## src/rtl/bias_param_ram_loader.sv

```systemverilog
// Streams bias beats into an internal RAM at incrementing addresses. Exposes the
// same two-stage registered read port (addr0/ce0/q0) as the ROM-backed bias sources.
module bias_param_ram_loader #(
   parameter int BIAS_PRECISION_0       = 16,
   parameter int BIAS_PARALLELISM_DIM_0 = 1,
   parameter int BIAS_PARALLELISM_DIM_1 = 1,
   parameter int DEPTH                  = 32,
   parameter int PAR                    = BIAS_PARALLELISM_DIM_0 * BIAS_PARALLELISM_DIM_1,
   parameter int AWIDTH                 = $clog2(DEPTH) + 1
) (
   input  logic                            clk,
   input  logic                            rst,
   input  logic                            load_start,
   input  logic [BIAS_PRECISION_0-1:0]     data_in [PAR-1:0],
   input  logic                            data_in_valid,
   output logic                            data_in_ready,
   output logic                            load_done,
   output logic [AWIDTH-1:0]               beat_count,
   input  logic [AWIDTH-1:0]               addr0,
   input  logic                            ce0,
   output logic [PAR*BIAS_PRECISION_0-1:0] q0
);

   localparam int W   = PAR * BIAS_PRECISION_0;
   localparam int RAW = $clog2(DEPTH);
   localparam logic [AWIDTH-1:0] LAST = AWIDTH'(DEPTH - 1);

   typedef enum logic [1:0] {IDLE, LOAD, DONE} state_t;

   state_t            state, state_nxt;
   logic [AWIDTH-1:0] cnt_nxt;
   logic              wr_en;
   logic [W-1:0]      wdata;
   logic [W-1:0]      mem [2**RAW];
   logic [W-1:0]      stage0, stage1;

   // element 0 lands in the LSBs
   for (genvar j = 0; j < PAR; j++) begin : g_pack
      assign wdata[BIAS_PRECISION_0*j +: BIAS_PRECISION_0] = data_in[j];
   end

   always_ff @(posedge clk) begin
      if (rst) begin
         state      <= IDLE;
         beat_count <= '0;
      end else begin
         state      <= state_nxt;
         beat_count <= cnt_nxt;
      end
   end

   // ready/done depend only on registered state; a restart drops the coincident beat
   always_comb begin
      state_nxt     = state;
      cnt_nxt       = beat_count;
      wr_en         = 1'b0;
      data_in_ready = (state == LOAD);
      load_done     = (state == DONE);
      if (load_start) begin
         state_nxt = LOAD;
         cnt_nxt   = '0;
      end else if (state == LOAD && data_in_valid) begin
         wr_en   = 1'b1;
         cnt_nxt = beat_count + AWIDTH'(1);
         if (beat_count == LAST) state_nxt = DONE;
      end
   end

   always_ff @(posedge clk) begin
      if (wr_en) mem[beat_count[RAW-1:0]] <= wdata;
   end

   // read-before-write falls out of both sides using nonblocking updates
   always_ff @(posedge clk) begin
      if (rst) begin
         stage0 <= '0;
         stage1 <= '0;
      end else if (ce0) begin
         stage0 <= mem[addr0[RAW-1:0]];
         stage1 <= stage0;
      end
   end

   assign q0 = stage1;

endmodule

```

## config.mk

```make
export PLATFORM = sky130hd
export DESIGN_NAME = bias_param_ram_loader
export DESIGN_NICKNAME = d
export VERILOG_FILES = /design/src/rtl/bias_param_ram_loader.sv
export SDC_FILE = /design/constraint.sdc
export NUM_CORES = 1
export LEC_CHECK = 0
export ABC_AREA = 0
export BUFFER_PORTS_ARGS = -buffer_cell sky130_fd_sc_hd__buf_2
export CAP_MARGIN = 25
export CORE_MARGIN = 5
export CORE_UTILIZATION = 55
export DETAILED_ROUTE_END_ITERATION = 8
export PLACE_DENSITY = 0.69
export RECOVER_POWER = 25
export SLEW_MARGIN = 10
export SYNTH_ARGS = -nofsm -noshare
export SYNTH_HDL_FRONTEND = slang
export SYNTH_SLANG_ARGS = --single-unit
```

## constraint.sdc

```tcl
create_clock -name clk -period 2.88 [get_ports clk]
set_input_delay 0.288 -clock clk [delete_from_list [all_inputs] [get_ports clk]]
set_output_delay 0.288 -clock clk [all_outputs]
set_load 0.005 [all_outputs]
```

==> results.py <==
metrics = {
    "power": {
        "ir_drop_mv": 0.585,
        "power.static_leakage_uw": 0.00866,
        "power_density_nw_per_um2": 677,
    },
    "global_route": {
        "grt_max_degree": 65,
        "grt_pass1_wl_mm": 71.5,
        "track_usage_pct": 22.1,
        "antenna_found_initial": 7,
        "grt_pass1_vias": 11210,
        "grt_overflow_total": 0,
    },
    "routing": {
        "via_count": 11373,
        "route.detailed.drc": 0,
        "drtPass1Iterations": 5,
        "vias_per_cell": 5.93,
        "routed_wl_mm": 48.1,
        "drt-initial-drc-count": 1083,
        "avgRoutedWirePerCell_um": 25.1,
        "ant_nets": 0,
    },
    "worst_setup_path": {
        "crit_path_max_incr_delay_ns": 0.38,
        "critPathTopFamily": "simple AND/OR/NAND/NOR gates",
        "cp.arrival_ns": 2.35,
        "critPathCaptureType": "flip-flop",
        "crit_slowest_cell": "nand2_1",
        "crit_required_ns": 3.13,
        "critical_path_class": "flip-flop to flip-flop",
        "cp_max_fo": 16,
        "critPathLaunchType": "flip-flop",
        "path_buf_inv": 1,
        "crit_chain": "nor2b_1, and2_1, nand2_1, nor2_1, buf_4",
    },
    "timing": {
        "rsz0062_at_grt": "false",
        "setup_tns_ns": 0,
        "fin_crit_ns": 2.11,
        "hold_violations": 0,
        "setup_ws_ns": 0.773,
        "worstMarginPinSlew_ns": 1.60,
        "setup_viol": 0,
        "finalClockSkew_ns": 0.0268,
        "slew_headroom_pct": -6.99,
        "finalCritPeriodShare_pct": 73.2,
        "slew_violations": 362,
        "max_freq_mhz": 475,
    },
    "clock_network": {
        "cts-resized-gates": 0,
        "cts_tree": "done",
        "cts_buffers": 53,
        "clockRootBuffer": "clkbuf_16",
        "cts.sinks": 552,
        "clk_pin_slew_ns": 0.06,
        "insertion_delay_ns": 0.59,
        "clock_path_buffers": 3,
        "htree_num_levels": 2,
    },
    "logic_synthesis": {
        "yosysWarnings": 0,
        "yosysSeqAreaShare_pct": 75.3,
        "syn-cell-area_um2": 21500,
        "syn_inst": 1245,
        "synth_nets": 1276,
        "synth_cell_types": 29,
        "syn_avg_cell_area_um2": 17.2,
        "synth-seq-cells": 552,
    },
    "floorplan": {
        "core_um2": 38600,
        "start_util_pct": 55.5,
        "rows": 72,
        "dieArea_um2": 43100,
        "io_pins": 51,
        "die_w_um": 208,
        "die_h_um": 208,
    },
    "min_path": {
        "hold_class": "primary input to flip-flop",
    },
    "place": {
        "dpl_worst_slack_ns": 0.411,
        "hpwl_mm": 27.6,
        "place.gp.congestion": 0.817,
        "portBuffers": 49,
    },
    "flow_run": {
        "maxCapViolations": 12,
    },
    "finish": {
        "seq_area_um2": 16200,
        "multi_input_area_um2": 4840,
        "fin_nets": 1387,
        "fillers": 2711,
        "drive_gt1_share_pct": 14.3,
        "syn2layout_area_growth_pct": 13.7,
    },
    "outcome": {
        "run_status": "finished, violations left",
        "violations": "capacitance limit, slew limit",
    },
}
-- metrics by stage --
stage | utilization [%] | hold slack (ns) | std cells | cell area, um^2 | power (uW)
6_report | 63.2 | 0.250 | 1919 | 24400 | 16500
5_1_grt | 63.2 | 0.279 | 1918 | 24400 | 17000
4_1_cts | 63.2 | 0.236 | 1918 | 24400 | 16700
3_5_place_dp | 58.7 | 0.478 | 1818 | 22700 | 9780
3_3_place_gp | 58.7 | 0.462 | 1818 | 22700 | 9760
2_1_floorplan | - | 0.387 | 1245 | 21500 | 9440
-- synth_stat cells --
library cell  count  area (um^2)
or3_1             1         6.26
nand3_1           2         10.0
nand2_1          12         45.0
ha_1              4         50.1
a22oi_1         128          961
buf_4            11         82.6
o21ai_0           1         5.00
and2_1            2         12.5
a211oi_2          4         50.1
a21oi_1          68          340
edfxtp_1        512        15400
clkbuf_4          1         7.51
buf_1             8         30.0
nor2b_1           6         37.5
clkbuf_1         38          143
nand4_1           3         18.8
xor2_1            3         26.3
inv_1             3         11.3
nand2b_1          2         12.5
buf_12            1         20.0
or4_1            16          120
xnor2_1           1         8.76
buf_8             1         15.0
a211oi_1         12         90.1
buf_6            15          169
nor2_1           76          285
mux2i_1         272         2720
or2_2             2         12.5
dfxtp_1          40          801
-- power breakdown --
part	total [uW]	internal [uW]	leakage, uW	switching, uW
Combinational	797	282	0.00287	515
Sequential	8820	8800	0.00493	26.2
Clock	6920	4090	0.000855	2830
-- path summary, 6_finish.rpt --
kind / endpoint / startpoint / cells past startpoint / slack [ns]
max: mem[3][14]$_DFFE_PP_ / state[0]$_SDFFE_PP0P_ / 5 / 0.77
max reg2reg: mem[3][14]$_DFFE_PP_ / state[0]$_SDFFE_PP0P_ / 5 / 0.77
min reg2reg: state[1]$_SDFFE_PP0P_ / state[1]$_SDFFE_PP0P_ / 2 / 0.48
min: state[0]$_SDFFE_PP0P_ / rst / 2 / 0.25
-- state kept, by name, indices dropped and copies added (netlist names) --
| register | cells |
|---|---|
| state | 2 |
| q0 | 16 |
| stage0 | 16 |
| mem | 512 |
| beat_count | 6 |
-- routing by layer --
metal,part of all wire [%],routed length [um],GRT usage (%),vias to the layer above
met1,41,19900,31.0,5733
li1,-,-,-,5154
met4,2.2,1080,6.32,0
met5,0,0,0,-
met3,7.3,3520,3.81,72
met2,49,23600,36.3,414
-- layout make-up --
type	instances	share of cell area [%]
repair buffers	131	4.07
clock buffers	61	5.73
diodes	1	0.0102
flip-flops and latches	552	66.2
well taps	518	2.65
clock inverters	38	1.42
multi-input cells	615	19.8
inverters	3	0.0461
-- cell usage in the layout (no fill, tap or decap), types with 2 or more instances in the layout --
cell type / n
clkinv_2: 8
nand3_1: 2
a211oi_1: 12
xor2_1: 3
buf_2: 35
buf_4: 70
buf_12: 11
clkbuf_16: 55
nor2b_4: 2
a22oi_1: 128
or4_1: 16
edfxtp_1: 512
a211oi_2: 4
inv_1: 3
a21oi_1: 68
dfxtp_1: 40
nor2b_1: 4
nand2_1: 12
ha_1: 4
nand4_1: 3
nand2b_1: 2
clkinv_1: 20
bufinv_16: 7
mux2i_1: 272
nor2_1: 75
clkbuf_1: 19
or2_2: 2
-- kinds of logic after synthesis --
family,after synthesis,share of synthesized area (%)
xor gates and xnor gates,4,0.163
AOI/OAI and AO/OA,213,6.74
muxes,272,12.7
DFF,552,75.3
and+or+nand+nor,122,2.61
buffers and inverters,78,2.23
adders and majority gates,4,0.233
-- timing repair --
action                                 4_1_cts  5_1_grt
setup buffers                                0        0
endpoints found under the hold margin        1        0
hold buffers                                 1        0
Power figures use the tool's default switching activity.
